--- src/rtl/zynq_shell_pkg.sv ---
// Shared constants for the Zynq AXI-Lite CSR/FIFO shell.
// Register offsets are word indices relative to the CSR count.
package zynq_shell_pkg;

    localparam int unsigned OFF_PS2PL_DATA  = 0;
    localparam int unsigned OFF_PS2PL_FREE  = 1;
    localparam int unsigned OFF_PL2PS_DATA  = 2;
    localparam int unsigned OFF_PL2PS_COUNT = 3;

    localparam logic [1:0] axil_resp_okay   = 2'b00;
    localparam logic [1:0] axil_resp_slverr = 2'b10;

    function automatic int count_width(input int els);
        return $clog2(els + 1);
    endfunction

endpackage

--- src/rtl/zynq_shell_fifo.sv ---
// Single-clock 1r1w FIFO with a registered occupancy count.
// Push side is valid/ready, pop side is valid/yumi.
module zynq_shell_fifo
    import zynq_shell_pkg::*;
#(
    parameter int els_p   = 8,
    parameter int width_p = 32,
    localparam int CW = count_width(els_p),
    localparam int PW = $clog2(els_p)
) (
    input  logic               clk,
    input  logic               rst_n,
    input  logic [width_p-1:0] data_i,
    input  logic               v_i,
    output logic               ready_o,
    output logic [width_p-1:0] data_o,
    output logic               v_o,
    input  logic               yumi_i,
    output logic [CW-1:0]      count_o
);

    logic [width_p-1:0] mem [els_p];
    logic [PW-1:0]      rd_ptr;
    logic [PW-1:0]      wr_ptr;
    logic [CW-1:0]      count;
    logic               push;
    logic               pop;

    assign ready_o = (count != CW'(els_p));
    assign v_o     = (count != '0);
    assign push    = v_i & ready_o;
    assign pop     = yumi_i & v_o;
    assign data_o  = mem[rd_ptr];
    assign count_o = count;

    always_ff @(posedge clk) begin
        if (push) mem[wr_ptr] <= data_i;
    end

    // Depth is a power of two, so pointers wrap by overflow.
    always_ff @(posedge clk) begin
        if (!rst_n) begin
            rd_ptr <= '0;
            wr_ptr <= '0;
            count  <= '0;
        end else begin
            if (push) wr_ptr <= wr_ptr + 1'b1;
            if (pop)  rd_ptr <= rd_ptr + 1'b1;
            unique case ({push, pop})
                2'b10:   count <= count + 1'b1;
                2'b01:   count <= count - 1'b1;
                default: count <= count;
            endcase
        end
    end

endmodule

--- src/rtl/zynq_axil_csr_fifo_shell.sv ---
// AXI4-Lite slave on PS GP port s00: control registers plus
// a PS->PL and a PL->PS FIFO, one outstanding access per channel.
module zynq_axil_csr_fifo_shell
    import zynq_shell_pkg::*;
#(
    parameter int addr_width_p = 10,
    parameter int data_width_p = 32,
    parameter int num_regs_p   = 4,
    parameter int fifo_els_p   = 8
) (
    input  logic                       aclk,
    input  logic                       aresetn,
    input  logic [addr_width_p-1:0]    s_axil_awaddr,
    input  logic [2:0]                 s_axil_awprot,
    input  logic                       s_axil_awvalid,
    output logic                       s_axil_awready,
    input  logic [31:0]                s_axil_wdata,
    input  logic [3:0]                 s_axil_wstrb,
    input  logic                       s_axil_wvalid,
    output logic                       s_axil_wready,
    output logic [1:0]                 s_axil_bresp,
    output logic                       s_axil_bvalid,
    input  logic                       s_axil_bready,
    input  logic [addr_width_p-1:0]    s_axil_araddr,
    input  logic [2:0]                 s_axil_arprot,
    input  logic                       s_axil_arvalid,
    output logic                       s_axil_arready,
    output logic [31:0]                s_axil_rdata,
    output logic [1:0]                 s_axil_rresp,
    output logic                       s_axil_rvalid,
    input  logic                       s_axil_rready,
    output logic [num_regs_p*32-1:0]   csr_data_o,
    output logic [num_regs_p-1:0]      csr_w_o,
    output logic [31:0]                ps2pl_data_o,
    output logic                       ps2pl_v_o,
    input  logic                       ps2pl_yumi_i,
    input  logic [31:0]                pl2ps_data_i,
    input  logic                       pl2ps_v_i,
    output logic                       pl2ps_ready_o
);

    localparam int KW = addr_width_p - 2;
    localparam int CW = count_width(fifo_els_p);
    localparam logic [KW-1:0] K_NREGS       = KW'(num_regs_p);
    localparam logic [KW-1:0] K_PS2PL_DATA  = KW'(num_regs_p + OFF_PS2PL_DATA);
    localparam logic [KW-1:0] K_PS2PL_FREE  = KW'(num_regs_p + OFF_PS2PL_FREE);
    localparam logic [KW-1:0] K_PL2PS_DATA  = KW'(num_regs_p + OFF_PL2PS_DATA);
    localparam logic [KW-1:0] K_PL2PS_COUNT = KW'(num_regs_p + OFF_PL2PS_COUNT);

    typedef enum logic {W_IDLE, W_RESP} w_state_t;
    typedef enum logic {R_IDLE, R_DATA} r_state_t;

    w_state_t w_state, w_next;
    r_state_t r_state, r_next;

    logic [31:0]           csr [num_regs_p];
    logic [KW-1:0]         wk, rk;
    logic                  aw_hs, ar_hs;
    logic [1:0]            w_resp, r_resp;
    logic [31:0]           r_data;
    logic [num_regs_p-1:0] csr_we;
    logic                  push_v, pop_v;
    logic                  ps2pl_ready;
    logic [CW-1:0]         ps2pl_count;
    logic [31:0]           pl2ps_head;
    logic                  pl2ps_v;
    logic [CW-1:0]         pl2ps_count;
    logic                  unused;

    assign unused = ^{s_axil_awprot, s_axil_arprot,
                      s_axil_awaddr[1:0], s_axil_araddr[1:0],
                      data_width_p};

    assign wk = s_axil_awaddr[addr_width_p-1:2];
    assign rk = s_axil_araddr[addr_width_p-1:2];

    assign s_axil_awready = aw_hs;
    assign s_axil_wready  = aw_hs;
    assign s_axil_bvalid  = (w_state == W_RESP);
    assign s_axil_arready = aresetn && (r_state == R_IDLE);
    assign s_axil_rvalid  = (r_state == R_DATA);

    for (genvar g = 0; g < num_regs_p; g++) begin : g_csr_out
        assign csr_data_o[32*g +: 32] = csr[g];
    end

    always_comb begin
        w_next = w_state;
        aw_hs  = 1'b0;
        unique case (w_state)
            W_IDLE: if (aresetn && s_axil_awvalid && s_axil_wvalid) begin
                aw_hs  = 1'b1;
                w_next = W_RESP;
            end
            W_RESP: if (s_axil_bready) w_next = W_IDLE;
            default: w_next = W_IDLE;
        endcase
    end

    always_comb begin
        r_next = r_state;
        ar_hs  = 1'b0;
        unique case (r_state)
            R_IDLE: if (aresetn && s_axil_arvalid) begin
                ar_hs  = 1'b1;
                r_next = R_DATA;
            end
            R_DATA: if (s_axil_rready) r_next = R_IDLE;
            default: r_next = R_IDLE;
        endcase
    end

    // Push only when the full word is written and the FIFO has room.
    always_comb begin
        w_resp = axil_resp_slverr;
        csr_we = '0;
        push_v = 1'b0;
        unique case (1'b1)
            (wk < K_NREGS): begin
                w_resp = axil_resp_okay;
                for (int i = 0; i < num_regs_p; i++)
                    if (wk == KW'(i)) csr_we[i] = 1'b1;
            end
            (wk == K_PS2PL_DATA): begin
                if (s_axil_wstrb == 4'hF && ps2pl_ready) begin
                    w_resp = axil_resp_okay;
                    push_v = 1'b1;
                end
            end
            default: ;
        endcase
    end

    always_comb begin
        r_resp = axil_resp_slverr;
        r_data = '0;
        pop_v  = 1'b0;
        unique case (1'b1)
            (rk < K_NREGS): begin
                r_resp = axil_resp_okay;
                for (int i = 0; i < num_regs_p; i++)
                    if (rk == KW'(i)) r_data = csr[i];
            end
            (rk == K_PS2PL_DATA): r_resp = axil_resp_okay;
            (rk == K_PS2PL_FREE): begin
                r_resp = axil_resp_okay;
                r_data = 32'(fifo_els_p) - 32'(ps2pl_count);
            end
            (rk == K_PL2PS_DATA): begin
                if (pl2ps_v) begin
                    r_resp = axil_resp_okay;
                    r_data = pl2ps_head;
                    pop_v  = 1'b1;
                end
            end
            (rk == K_PL2PS_COUNT): begin
                r_resp = axil_resp_okay;
                r_data = 32'(pl2ps_count);
            end
            default: ;
        endcase
    end

    always_ff @(posedge aclk) begin
        if (!aresetn) begin
            w_state <= W_IDLE;
            r_state <= R_IDLE;
        end else begin
            w_state <= w_next;
            r_state <= r_next;
        end
    end

    always_ff @(posedge aclk) begin
        if (!aresetn) begin
            s_axil_bresp <= '0;
            s_axil_rresp <= '0;
            s_axil_rdata <= '0;
            csr_w_o      <= '0;
            for (int i = 0; i < num_regs_p; i++) csr[i] <= '0;
        end else begin
            csr_w_o <= aw_hs ? csr_we : '0;
            if (aw_hs) s_axil_bresp <= w_resp;
            if (ar_hs) begin
                s_axil_rresp <= r_resp;
                s_axil_rdata <= r_data;
            end
            for (int i = 0; i < num_regs_p; i++)
                for (int b = 0; b < 4; b++)
                    if (aw_hs && csr_we[i] && s_axil_wstrb[b])
                        csr[i][8*b +: 8] <= s_axil_wdata[8*b +: 8];
        end
    end

    zynq_shell_fifo #(.els_p(fifo_els_p), .width_p(32)) u_ps2pl (
        .clk     (aclk),
        .rst_n   (aresetn),
        .data_i  (s_axil_wdata),
        .v_i     (aw_hs & push_v),
        .ready_o (ps2pl_ready),
        .data_o  (ps2pl_data_o),
        .v_o     (ps2pl_v_o),
        .yumi_i  (ps2pl_yumi_i),
        .count_o (ps2pl_count)
    );

    zynq_shell_fifo #(.els_p(fifo_els_p), .width_p(32)) u_pl2ps (
        .clk     (aclk),
        .rst_n   (aresetn),
        .data_i  (pl2ps_data_i),
        .v_i     (pl2ps_v_i),
        .ready_o (pl2ps_ready_o),
        .data_o  (pl2ps_head),
        .v_o     (pl2ps_v),
        .yumi_i  (ar_hs & pop_v),
        .count_o (pl2ps_count)
    );

endmodule

--- config.mk ---
export PLATFORM = sky130hd
export DESIGN_NAME = zynq_axil_csr_fifo_shell
export DESIGN_NICKNAME = d
export VERILOG_FILES = /design/src/rtl/zynq_shell_pkg.sv /design/src/rtl/zynq_shell_fifo.sv /design/src/rtl/zynq_axil_csr_fifo_shell.sv
export SDC_FILE = /design/constraint.sdc
export NUM_CORES = 1
export LEC_CHECK = 0
export ABC_CLOCK_PERIOD_IN_PS = 6500
export CAP_MARGIN = 25
export CORE_AREA = 2 2 163 284
export CTS_CLUSTER_DIAMETER = 150
export DETAILED_ROUTE_END_ITERATION = 12
export DIE_AREA = 0 0 165 286
export DONT_BUFFER_PORTS = 1
export PLACE_DENSITY_LB_ADDON = 0.12
export SETUP_SLACK_MARGIN = 0.15
export SYNTH_ARGS = -nofsm -noshare
export SYNTH_HDL_FRONTEND = slang
export SYNTH_SLANG_ARGS = --single-unit
--- constraint.sdc ---
create_clock -name aclk -period 6.5 [get_ports aclk]
set_input_delay 0.325 -clock aclk [delete_from_list [all_inputs] [get_ports aclk]]
set_output_delay 0.325 -clock aclk [all_outputs]
set_load 0.02 [all_outputs]
**After elaboration in Yosys (flattened, before gate mapping)**

Memories as Yosys holds them, arrays and structs flattened. A register that Yosys moved wholly into a read port is not among the register bits.
Index checks and enable logic that the tools add are counted.

- Register bits after elaboration: 62
- RAM bits: 640
- Bits of input ports: 103
- Output and inout bits: 207
- Word-level logic and storage cells: 203
- Memories: 3

Memories:

| name | depth | bits a word | read ports | clocked after Yosys merged registers in | write ports | RTL line | source |
|---|---|---|---|---|---|---|---|
| u_pl2ps.mem | 8 | 32 | 1 | 1 | 1 | zynq_shell_fifo.sv:22 | `logic [width_p-1:0] mem [els_p];` |
| u_ps2pl.mem | 8 | 32 | 1 | 1 | 1 | zynq_shell_fifo.sv:22 |  |
| csr | 4 | 32 | 4 | 0 | 4 | zynq_axil_csr_fifo_shell.sv:56 | `logic [31:0] csr [num_regs_p];` |

- Multiplexer cells: 102
- Equality and inequality tests: 18
- Bitwise gates (word level): 24
- Reduce and logical (&&, ||, !) cells: 33
- Add/sub/neg operators: 9
- Magnitude comparators: 2

Operator list:

| operator | count |
|---|---|
| two-way mux 32 bit | 5 |
| two-way mux 8 bit | 16 |
| case mux 32 bit (4 select lines) | 1 |
| two-way mux 1 bit | 67 |
| equality test 8 x 3 -> 1 bit, second input constant | 5 |
| equality test 8 x 2 -> 1 bit, second input constant | 4 |
| logical AND 1 bit | 25 |
| equality test 8 x 1 -> 1 bit, second input constant | 2 |
| zero test 8 bit | 2 |
| < comparator 8 x 3 -> 1 bit, second input constant | 2 |
| bitwise OR 1 bit | 16 |
| case mux 4 bit (2 select lines) | 2 |
| adder 3 x 1 -> 3 bit, second input constant | 4 |
| two-way mux 3 bit | 4 |
| adder 4 x 1 -> 4 bit, second input constant | 2 |
| != test 4 bit, second input constant | 2 |
| case mux 2 bit (2 select lines) | 2 |
| nonzero test 4 bit | 2 |
| subtractor 4 x 1 -> 4 bit, second input constant | 2 |
| AND 1 bit | 6 |
| subtractor 4 x 4 -> 5 bit, first input constant | 1 |
| equality test 2 x 1 -> 1 bit, second input constant | 2 |
| equality test 2 bit, second input constant | 2 |
| equality test 4 bit, second input constant | 1 |
| other kinds (7) | 11 |

**Depth between registers and ports, before layout**

Gate-level depths: netlist (run 1).

- Depth after elaboration: 10
- Gate-level depth with buffers: 13

**Modules after synthesis**

From an unflattened synthesis (run 1), not the netlist that was laid out.

- Cell total of the unflattened synthesis: 1515
- Area, all modules: 28752.6 µm²

Modules (own cells, without submodules):

| module | area an instance (µm²) | cells each | times used |
|---|---|---|---|
| zynq_shell_fifo (u_ps2pl) | 10403.7 | 445 | 1 |
| zynq_shell_fifo (u_pl2ps) | 10354.9 | 445 | 1 |
| zynq_axil_csr_fifo_shell | 7993.9 | 625 | 1 |

**Worst setup path after synthesis (run 1)**

Ideal clock, no wire load.

- Path type: input -> register
- From: in s_axil_awaddr[9]
- To: mem u_ps2pl.mem[0][0], enable pin
- Cell stages on the path: 5
- Library setup time: 0.502 ns
- Required time: 5.998 ns
- Arrival: 4.689 ns
- Setup slack: 1.309 ns
- Path through: or4_1 -> buf_2 -> nor4_2 -> nand2_1 -> nor4_1

- Cells in the longest elaborated chain, start to end: 6

Ends and longest elaborated chain:

| element | RTL line | source |
|---|---|---|
| from (decl) | zynq_axil_csr_fifo_shell.sv:13 | `input logic [addr_width_p-1:0] s_axil_awaddr,` |
| equality test 8 x 3 -> 1 bit | zynq_axil_csr_fifo_shell.sv:124 | `(wk == K_PS2PL_DATA): begin` |
| two-way mux 1 bit | zynq_axil_csr_fifo_shell.sv:118 | `unique case (1'b1)` |
| AND 1 bit | zynq_axil_csr_fifo_shell.sv:199 | `.v_i (aw_hs & push_v),` |
| AND 1 bit | zynq_shell_fifo.sv:31 | `assign push = v_i & ready_o;` |
| two-way mux 1 bit | zynq_shell_fifo.sv:37 | `if (push) mem[wr_ptr] <= data_i;` |
| two-way mux 1 bit (implied by the code) | zynq_shell_fifo.sv:37 |  |
| to (decl) | zynq_shell_fifo.sv:22 |  |

No other way between the ends.

**Worst setup path after layout (run 1)**

- From: reg r_state (netlist: s_axil_rvalid)
- To: reg u_pl2ps.count[3] (netlist: u_pl2ps.count_o[3])

- Cells in the longest elaborated chain, start to end: 5
- Elaborated cells between the ends (all ways): 7
- Those cells by class: eq/ne: 2; mux: 2; bitwise: 2; reduce/logical: 1

Ends and longest elaborated chain:

| element | RTL line | source |
|---|---|---|
| from (decl) | zynq_axil_csr_fifo_shell.sv:54 | `r_state_t r_state, r_next;` |
| from (signal assigned) | zynq_axil_csr_fifo_shell.sv:170 | `r_state <= r_next;` |
| two-way mux 1 bit * | zynq_axil_csr_fifo_shell.sv:103 | `unique case (r_state)` |
| AND 1 bit * | zynq_axil_csr_fifo_shell.sv:215 | `.yumi_i (ar_hs & pop_v),` |
| AND 1 bit * | zynq_shell_fifo.sv:32 | `assign pop = yumi_i & v_o;` |
| equality test 2 x 1 -> 1 bit / equality test 2 bit (equally long branches) | zynq_shell_fifo.sv:49 | `unique case ({push, pop})` |
| case mux 4 bit (2 select lines) / nonzero test 2 bit (equally long branches) | -- |  |
| to (signal assigned) | zynq_shell_fifo.sv:50 | `2'b10: count <= count + 1'b1;` |
| to (signal assigned) | zynq_shell_fifo.sv:51 | `2'b01: count <= count - 1'b1;` |
| to (signal assigned) | zynq_shell_fifo.sv:52 | `default: count <= count;` |
| to (decl) | zynq_shell_fifo.sv:25 | `logic [CW-1:0] count;` |

Every way passes the cells marked *; elsewhere a longest branch is shown, timed or not.
A chain may end at the register's enable or synchronous reset.

==> metrics.md, run 1 <==
| Metric | Value |
|---|---|
| Nets | 1711 |
| Remaining DRCs | 0 |
| Largest net degree at the start of global routing | 65 |
| Final hold vios | 0 |
| Initial antenna violation count | 3 |
| Routed WL per cell | 30.4 um |
| Area occupied by multi-input gates | 7260 um2 |
| CP Data Required Time | 7020 ps |
| Slew Viols, Final | 0 |
| PortBufs | 0 |
| CTS tree | yes |
| Yosys cell types | 49 |
| Cell-internal power | 7.14 mW |
| Syn Area/Cell | 18.8 um2 |
| Seq cells post-synth | 706 |
| Initial DRC Count | 1214 |
| Rel. slew slack | 0.297 |
| Post-route ant nets | 0 |
| CP Launch Type | flop |
| Logic pwr share | 0.031 |
| Via/cell ratio | 6.44 |
| Count of final setup violators | 0 |
| Slowest stage delay, CP | 770 ps |
| Synth Warn # | 0 |
| DP HPWL | 45.0 mm |
| Hold crit path type | primary input to flop |
| Via count | 14300 |
| Sw Ratio | 0.202 |
| Post-Route Skew | 24.0 ps |
| Drt first pass iters | 7 |
| Max H-tree Level | 2 |
| RSZ-0062 raised after global routing | no |
| Proportion of layout cells with a drive suffix above 1 | 0.234 |
| IO Pins | 310 |
| Critical-path cell list | nand3b_1 > or3_1 > nor2_1 > ha_1 > a211o_1 > o21ai_0 > a2111oi_0 > mux2i_1 |
| Delay-heaviest family, CP | simple AND/OR/NAND/NOR gates |
| Initial Util | 0.623 |
| Core ar. | 45000 um2 |
| Vias in the first global route | 15000 |
| Net Switching | 1.81 mW |
| Slowest CP cell | nand3b_1 |
| Row cnt | 103 |
| Static Leakage | 10.2 nW |
| Total track usage | 0.290 |
| Fmax | 286 MHz |
| Post-CTS setup buffers | 0 |
| Crit Path Max Fanout | 19 |
| GRT overflow | 0 |
| First-pass GRT wire length | 97.4 mm |
| Die Y-Extent | 286 um |
| Fillers | 2811 |
| Synthesized cell area | 28000 um2 |
| Clk pwr share | 0.402 |
| TritonCTS sink count | 706 |
| CTS Buffer Depth | 3 |
| CTS Buf Count | 59 |
| Mapped Cells | 1487 |
| Die Width | 165 um |
| Overall power | 8.94 mW |
| Area Overhead vs Synth | 13.0% |
| Post-synth EDFFs | 640 |
| FF+latch area | 20600 um2 |
| Status | finished clean |
| Final worst-path cycle share | 0.537 |
| Clk_lat worst skew | 610 ps |
| Post-layout minimum cycle time | 3490 ps |
| Seq pwr share | 0.567 |
| Max-cap viol count | 0 |
| Clk slew on worst S/H paths | 70 ps |
| Pwr/cell area | 282 nW/um2 |
| Worst Path Arrival | 4020 ps |
| Peak VDD IR | 343 uV |
| Root Buffer | clkbuf_16 |
| Ys flop type | edfxtp_1 |
| CP Capture Type | flop |
| Tightest Pin Transition | 1050 ps |
| Asr flop ratio synth | 0 |
| Setup tns final | 0 ps |
| Final WL | 67.6 mm |
| CP bufs+invs | 0 |
| Setup CP Type | flop to flop |
| Die ar. | 47200 um2 |
| Sequential-to-total area share from yosys stat | 0.733 |
| Final Wtd Congestion | 0.843 |
metal layers:
metal  wire [um]  global-route usage  vias up
li1            -                   -     6161
met1       23000               0.329     7427
met2       36500               0.527      568
met3        5220              0.0713      149
met4        2770               0.107        2
met5          12                   0        -
path summary, 6_finish.rpt:
kind,start,to,slack (ps),cells past startpoint
max,s_axil_rvalid,u_pl2ps.count_o[3],3010,8
min,s_axil_awaddr[3],csr_w_o[0],10,2
max reg2reg,s_axil_rvalid,u_pl2ps.count_o[3],3010,8
min reg2reg,u_pl2ps.rd_ptr[2],flop,500,2
state kept, by name, indices dropped and copies added (netlist names), named ones only:
signal	cells
u_pl2ps.mem	256
u_ps2pl.mem	256
csr	128
s_axil_rdata	32
csr_w_o	4
u_pl2ps.count_o	4
u_ps2pl.count_o	4
u_pl2ps.rd_ptr	3
u_pl2ps.wr_ptr	3
u_ps2pl.rd_ptr	3
u_ps2pl.wr_ptr	3
s_axil_bresp	1
s_axil_bvalid	1
s_axil_rresp	1
s_axil_rvalid	1
Yosys cell counts, types with 23 or more instances:
cell type	count	share of area
nand2_1	50	0.0067
and2_1	129	0.029
edfxtp_1	640	0.69
mux2_2	48	0.019
clkbuf_1	42	0.0056
dfxtp_1	66	0.047
a21oi_1	44	0.0079
mux2i_1	34	0.012
mux4_2	155	0.12
nor2_1	35	0.0047
nand3_1	23	0.0041
o21ai_0	27	0.0048
buf_2	25	0.0045
metrics by stage:
stage / utilization / std cells / cell area [um2] / worst slack [ps] / hold WS (ps)
after floorplan: - / 1488 / 28000 / 1310 / 424
after global placement: 0.643 / 2035 / 28900 / 3160 / 424
after detailed placement: 0.644 / 2036 / 28900 / 3060 / 424
after CTS: 0.704 / 2219 / 31700 / 3000 / 2.81
after global routing: 0.704 / 2222 / 31700 / 2710 / 15.8
final: 0.704 / 2222 / 31700 / 3010 / 11.4
layout by cell type (no fill, tap or decap), types with 15 or more instances in the layout:
cell type | Yosys | routed
nor2_1 | 35 | 29
buf_4 | 3 | 47
mux2_2 | 48 | 48
and2_1 | 129 | 129
nand2b_1 | 15 | 15
clkbuf_16 | 0 | 61
a311oi_1 | 15 | 15
nand2_1 | 50 | 50
mux4_2 | 155 | 155
mux2i_1 | 34 | 34
nand3_1 | 23 | 23
dfxtp_1 | 66 | 60
a21oi_1 | 44 | 43
o21ai_0 | 27 | 27
dlygate4sd3_1 | 0 | 76
edfxtp_1 | 640 | 640
power by group through the flow:
stage	sequential, mW	combinational, mW	clock [mW]
final	5.07	0.277	3.59
after floorplan	5.16	0.131	0
after detailed placement	5.17	0.190	0
after global routing	5.08	0.296	3.80
after CTS	5.07	0.278	3.64
after global placement	5.17	0.186	0
repair_timing:
action | CTS | global route
resized for setup | 0 | 0
hold endpoints to repair | 655 | 0
hold buffers | 76 | 0
layout make-up:
cell class,instances,share of cell area
clock inverter,36,0.0121
sequential,706,0.649
antenna,2,0.000158
clock buffer,71,0.0494
tap,577,0.0228
inverter,9,0.00107
multi-input combinational,696,0.229
timing repair buffer,125,0.0360
kinds of logic after synthesis:
| family | synth area share |
|---|---|
| other | 0.000134 |
| adders and majority gates | 0.00491 |
| muxes | 0.156 |
| buffers and inverters | 0.0130 |
| DFF | 0.733 |
| and+or+nand+nor | 0.0624 |
| xor gates and xnor gates | 0.00344 |
| AOI/OAI and AO/OA | 0.0271 |
Note: power is estimated with default switching activity, not from simulation.
==> run 2: changes to the inputs <==
--- a/config.mk
+++ b/config.mk
@@ -5,12 +5,12 @@
 export SDC_FILE = /design/constraint.sdc
 export NUM_CORES = 1
 export LEC_CHECK = 0
-export ABC_CLOCK_PERIOD_IN_PS = 6500
+export ABC_CLOCK_PERIOD_IN_PS = 3000
 export CAP_MARGIN = 25
-export CORE_AREA = 2 2 163 284
+export CORE_AREA = 2 2 171 299
 export CTS_CLUSTER_DIAMETER = 150
 export DETAILED_ROUTE_END_ITERATION = 12
-export DIE_AREA = 0 0 165 286
+export DIE_AREA = 0 0 173 301
 export DONT_BUFFER_PORTS = 1
 export PLACE_DENSITY_LB_ADDON = 0.12
 export SETUP_SLACK_MARGIN = 0.15
==> constraint.sdc (replaced) <==
create_clock -name aclk -period 3 [get_ports aclk]
set_input_delay 0.15 -clock aclk [delete_from_list [all_inputs] [get_ports aclk]]
set_output_delay 0.15 -clock aclk [all_outputs]
set_load 0.02 [all_outputs]
==> metrics.md, run 2 (same netlist as run 1, synthesis figures left out) <==
| Metric | Value |
|---|---|
| Status | finished clean |
| Pwr/cell area | 598 nW/um2 (+110%) |
| Final Wtd Congestion | 0.830 (-1.6%) |
| Post-Layout Cell Count | 2343 (+5.4%) |
| CTS Buffer Depth | 3 (unchanged) |
| Hold crit path type | primary input to flop |
| Root Buffer | clkbuf_16 |
| Fillers | 3451 (+23%) |
| R2r endpoint | u_pl2ps.count_o[2] |
| Clk_lat worst skew | 620 ps (about the same) |
| Vias in the first global route | 15400 (+2.8%) |
| Row cnt | 108 (+4.9%) |
| Area occupied by multi-input gates | 7350 um2 (+1.1%) |
| CTS Buf Count | 61 (+3.4%) |
| Post-layout minimum cycle time | 2680 ps (-809 ps) |
| Core ar. | 49500 um2 (+10%) |
| Total track usage | 0.275 (-0.0154) |
| Fmax | 373 MHz (+30%) |
| DP HPWL | 46.1 mm (+2.3%) |
| DP Worst Slack | 170 ps (-2890 ps) |
| Dpl cells | 2132 (+4.7%) |
| Nets | 1748 (+2.2%) |
| FF+latch area | 20600 um2 (about the same) |
| Hold Worst Slack | 34.7 ps (+23.3 ps) |
| Dpl cell area | 29400 um2 (+1.5%) |
| CP Data Required Time | 3540 ps (-3480 ps) |
| Hold path startpoint | s_axil_araddr[2] |
| Worst Path Arrival | 3220 ps (-800 ps) |
| PortBufs | 0 (unchanged) |
| R2R depth | 10 (+2) |
| Drt first pass iters | 5 (-2) |
| R2R Setup Slk | 320 ps (-2690 ps) |
| CTS tree | yes |
| Area Overhead vs Synth | 15.3% |
| Die ar. | 52100 um2 (+10%) |
| Commonest non-fill, non-tap cell in the layout | edfxtp_1 |
| Routed WL per cell | 30.3 um (-0.43%) |
| Max H-tree Level | 2 (unchanged) |
| Proportion of layout cells with a drive suffix above 1 | 0.243 (+0.00899) |
| Largest regs | u_pl2ps.mem (256), u_ps2pl.mem (256), csr (128) |
| Tightest Pin Transition | 923 ps (-126 ps) |
| Commonest non-fill, non-tap cells in the layout | 640 x edfxtp_1, 155 x mux4_2, 129 x and2_1 |
| Post-Route Skew | 14.9 ps (-9.16 ps) |
| Final WL | 71.0 mm (+5.0%) |
| IO Pins | 310 (unchanged) |
| Die Width | 173 um (+4.8%) |
| Max-cap viol count | 0 (unchanged) |
| Peak VDD IR | 561 uV (+64%) |
| Crit Path Max Fanout | 8 (-11) |
| Cell area after layout | 32300 um2 (+2.0%) |
| First-pass GRT wire length | 104 mm (+6.4%) |
| Slew Viols, Final | 0 (unchanged) |
| TritonCTS sink count | 706 (unchanged) |
| Count of final setup violators | 0 (unchanged) |
| Overall power | 19.3 mW (+120%) |
| Largest net degree at the start of global routing | 65 (unchanged) |
| Post-route ant nets | 0 (unchanged) |
| CP Capture Type | flop |
| Rel. slew slack | 0.383 (+0.0862) |
| Static Leakage | 10.3 nW (+1.9%) |
| Initial antenna violation count | 3 (unchanged) |
| Remaining DRCs | 0 (unchanged) |
| Reg2reg start | u_pl2ps.count_o[0] |
| RSZ-0062 raised after global routing | yes |
| Via count | 14500 (+1.5%) |
| Min setup slack post-route | 316 ps (-2690 ps) |
| Final worst-path cycle share | 0.895 (+0.357) |
| Die Y-Extent | 301 um (+5.2%) |
| Setup CP Type | flop to flop |
| Hold Path End | s_axil_rdata[7] |
| Final hold vios | 0 (unchanged) |
| Clk slew on worst S/H paths | 70 ps (about the same) |
| CP Launch Type | flop |
| Initial Util | 0.567 (-0.0564) |
| GRT overflow | 0 (unchanged) |
| Initial DRC Count | 1073 (-12%) |
| Via/cell ratio | 6.20 (-3.7%) |
| Hold Crit Depth | 3 (+1) |
run 2: per-layer routing:
metal / track usage / vias up / routed length, um
met4: 0.0809 / 2 / 1940
met5: 0 / - / 13
met1: 0.324 / 7651 / 25500
met2: 0.501 / 524 / 38300
met3: 0.0660 / 112 / 5290
li1: - / 6237 / -
run 2: stage by stage:
stage,utilization,setup TNS (ps)
finish,0.653,0
global route,0.653,0
CTS,0.652,0
detailed placement,0.594,0
global placement,0.594,0
floorplan,-,-26340
run 2: worst max path at each step:
stage | from | to | slack (ps) | depth (start not counted)
final | u_pl2ps.count_o[0] | u_pl2ps.count_o[2] | 320 | 10
after global routing | u_pl2ps.count_o[0] | u_pl2ps.count_o[3] | 130 | 8
after CTS | u_ps2pl.count_o[1] | u_ps2pl.count_o[2] | 170 | 12
after detailed placement | s_axil_araddr[7] | u_pl2ps.count_o[3] | 170 | 8
after global placement | s_axil_araddr[7] | u_pl2ps.count_o[2] | 300 | 10
after floorplan | s_axil_awaddr[9] | u_ps2pl.mem[7][0] | -170 | 5
run 2: timing repair:
item / 4_1_cts / 5_1_grt
setup buffers: 2 / 3
pin swaps: 1 / 1
hold endpoints to repair: 824 / 0
setup endpoints to repair: 1 / 5
hold buffers: 93 / 0
gates resized for setup: 0 / 5
run 2: power by group:
group	switching (mW)	internal, mW
clock	3.45	4.21
combinational	0.412	0.243
sequential	0.144	10.9
total	4.01	15.3
run 2: worst max-delay path, cell delays in order (launching register included):
cell and delay [ps]:
dfxtp_1 490, nor4_1 130, or3_1 400, nor2_1 210
ha_1 310, xor2_1 180, ha_1 170, a21oi_1 50
xor2_1 170, or3_1 320, a21oi_1 160
run 2: final cells by class:
cell class                 count  share of cell area
timing repair buffer         160              0.0501
antenna                        2            0.000155
multi-input combinational    696               0.227
tap                          660              0.0256
clock inverter                29             0.00825
inverter                       9             0.00105
sequential                   706               0.636
clock buffer                  81              0.0511
==> run 3: changes to the inputs <==
--- a/config.mk
+++ b/config.mk
@@ -12,7 +12,7 @@
 export DETAILED_ROUTE_END_ITERATION = 12
 export DIE_AREA = 0 0 173 301
 export DONT_BUFFER_PORTS = 1
-export PLACE_DENSITY_LB_ADDON = 0.12
+export PLACE_DENSITY = 0.77
 export SETUP_SLACK_MARGIN = 0.15
 export SYNTH_ARGS = -nofsm -noshare
 export SYNTH_HDL_FRONTEND = slang
==> metrics.md, run 3 (same netlist as run 1, synthesis figures left out) <==
| Metric | Value |
|---|---|
| Max H-tree Level | 2 (unchanged) |
| Crit Path Max Fanout | 5 (-3) |
| Routed WL per cell | 30.2 um (-0.38%) |
| Row cnt | 108 (unchanged) |
| Final Wtd Congestion | 0.848 (+2.2%) |
| Area Overhead vs Synth | 15.9% |
| Initial antenna violation count | 5 (+2) |
| Clk slew on worst S/H paths | 70 ps (about the same) |
| Worst Path Arrival | 3230 ps (about the same) |
| Initial DRC Count | 1415 (+32%) |
| Tightest Pin Transition | 970 ps (+47.1 ps) |
| R2R Setup Slk | 290 ps (-30 ps) |
| Clk_lat worst skew | 610 ps (about the same) |
| Post-Route Skew | 24.5 ps (+9.60 ps) |
| DP Worst Slack | 188 ps (+17.9 ps) |
| CP Launch Type | flop |
| Die Y-Extent | 301 um (unchanged) |
| Hold Crit Depth | 2 (-1) |
| Via count | 14900 (+2.8%) |
| Hold crit path type | primary input to flop |
| Count of final setup violators | 0 (unchanged) |
| Reg2reg start | s_axil_rvalid |
| Final worst-path cycle share | 0.903 (+0.00834) |
| Largest net degree at the start of global routing | 65 (unchanged) |
| Sw Ratio | 0.209 (+0.00128) |
| PortBufs | 0 (unchanged) |
| Dpl cells | 2138 (+0.28%) |
| Vias in the first global route | 15600 (+1.1%) |
| Initial Util | 0.567 (unchanged) |
| Cell-internal power | 15.4 mW (+0.68%) |
| Total track usage | 0.276 (+0.000606) |
| Status | finished clean |
| Hold Worst Slack | 4.69 ps (-30.0 ps) |
| Peak VDD IR | 618 uV (+10%) |
| Min setup slack post-route | 291 ps (-25.0 ps) |
| TritonCTS sink count | 706 (unchanged) |
| Commonest non-fill, non-tap cell in the layout | edfxtp_1 |
| Post-layout minimum cycle time | 2710 ps (+25.0 ps) |
| RSZ-0062 raised after global routing | no |
| CTS Buffer Depth | 3 (unchanged) |
| Clk pwr share | 0.401 (+0.004) |
| Commonest non-fill, non-tap cells in the layout | 640 x edfxtp_1, 155 x mux4_2, 129 x and2_1 |
| Max-cap viol count | 0 (unchanged) |
| Largest regs | u_pl2ps.mem (256), u_ps2pl.mem (256), csr (128) |
| Core ar. | 49500 um2 (unchanged) |
| Die ar. | 52100 um2 (unchanged) |
| CP Capture Type | flop |
| Setup CP Type | flop to flop |
| Post-Layout Cell Count | 2361 (+0.77%) |
| IO Pins | 310 (unchanged) |
| Final hold vios | 0 (unchanged) |
| Via/cell ratio | 6.33 (+2.1%) |
| Hold path startpoint | aresetn |
| First-pass GRT wire length | 105 mm (+0.84%) |
| Seq pwr share | 0.565 (-0.004) |
| CTS Buf Count | 59 (-3.3%) |
| Nets | 1762 (+0.80%) |
| DP HPWL | 46.9 mm (+1.7%) |
| Drt first pass iters | 6 (+1) |
| Slew Viols, Final | 0 (unchanged) |
| Remaining DRCs | 0 (unchanged) |
| GRT overflow | 0 (unchanged) |
| Die Width | 173 um (unchanged) |
| Final WL | 71.2 mm (+0.38%) |
| Core Util, Final | 0.657 (+0.00354) |
| R2R depth | 7 (-3) |
| Rel. slew slack | 0.351 (-0.0320) |
| CTS tree | yes |
| Static Leakage | 10.4 nW (+0.82%) |
| Hold Path End | csr[0][26] |
| Proportion of layout cells with a drive suffix above 1 | 0.248 (+0.00537) |
| Logic pwr share | 0.034 (about the same) |
| Post-route ant nets | 0 (unchanged) |
| Fmax | 369 MHz (-0.92%) |
| Net Switching | 4.06 mW (+1.5%) |
| Pwr/cell area | 600 nW/um2 (+0.30%) |
| Root Buffer | clkbuf_16 |
| CP Data Required Time | 3520 ps (-20 ps) |
run 3: area by class of cell:
type	instances	area, um2
Clock buffer	73	1620
Antenna cell	4	10.0
Inverter	9	33.8
Sequential cell	706	20600
Tap cell	660	826
Clock inverter	37	370
Timing Repair Buffer	176	1730
Fill cell	3292	17000
Multi-Input combinational cell	696	7330
run 3: repair_timing:
action	4_1_cts	5_1_grt
endpoints found under the setup margin	0	1
hold buffers	105	1
resized for setup	0	3
setup buffers	0	2
hold endpoints to repair	812	5
run 3: worst max path at each step:
stage / from / end / cells past startpoint
2_1_floorplan: s_axil_awaddr[9] / u_ps2pl.mem[7][0] / 5
3_3_place_gp: s_axil_araddr[7] / u_pl2ps.count_o[2] / 10
3_5_place_dp: s_axil_araddr[7] / u_pl2ps.count_o[2] / 10
4_1_cts: flop / ps2pl_data_o[0] / 3
5_1_grt: flop / ps2pl_data_o[0] / 3
6_report: s_axil_rvalid / flop / 7
run 3: critical path, stage by stage (launching register included):
cell	delay, ps
dfxtp_1	320
buf_4	170
nor2b_1	390
and2_1	340
nand4_1	130
dlygate4sd3_1	580
a21oi_1	140
dlygate4sd3_1	570
run 3: metrics by stage:
stage          cell area [um2]  setup TNS [ps]  total power [mW]
3_3_place_gp             29400               0              11.6
6_report                 32500               0              19.5
4_1_cts                  32400               0              19.6
2_1_floorplan            28200          -26340              11.5
5_1_grt                  32500               0              20.0
3_5_place_dp             29400               0              11.6
run 3: metal layers:
metal  up-vias  track usage  share of wire
li1       6283            -              -
met5         -            0        0.00018
met1      7694        0.312           0.33
met3       168       0.0726          0.091
met4         2        0.139          0.053
met2       791        0.484           0.53
run 3: power by group through the flow:
stage / clock (mW) / sequential [mW] / combinational, mW
finish: 7.82 / 11.0 / 0.659
global route: 8.28 / 11.0 / 0.701
CTS: 7.92 / 11.0 / 0.650
detailed placement: 0 / 11.2 / 0.423
global placement: 0 / 11.2 / 0.414
floorplan: 0 / 11.2 / 0.292
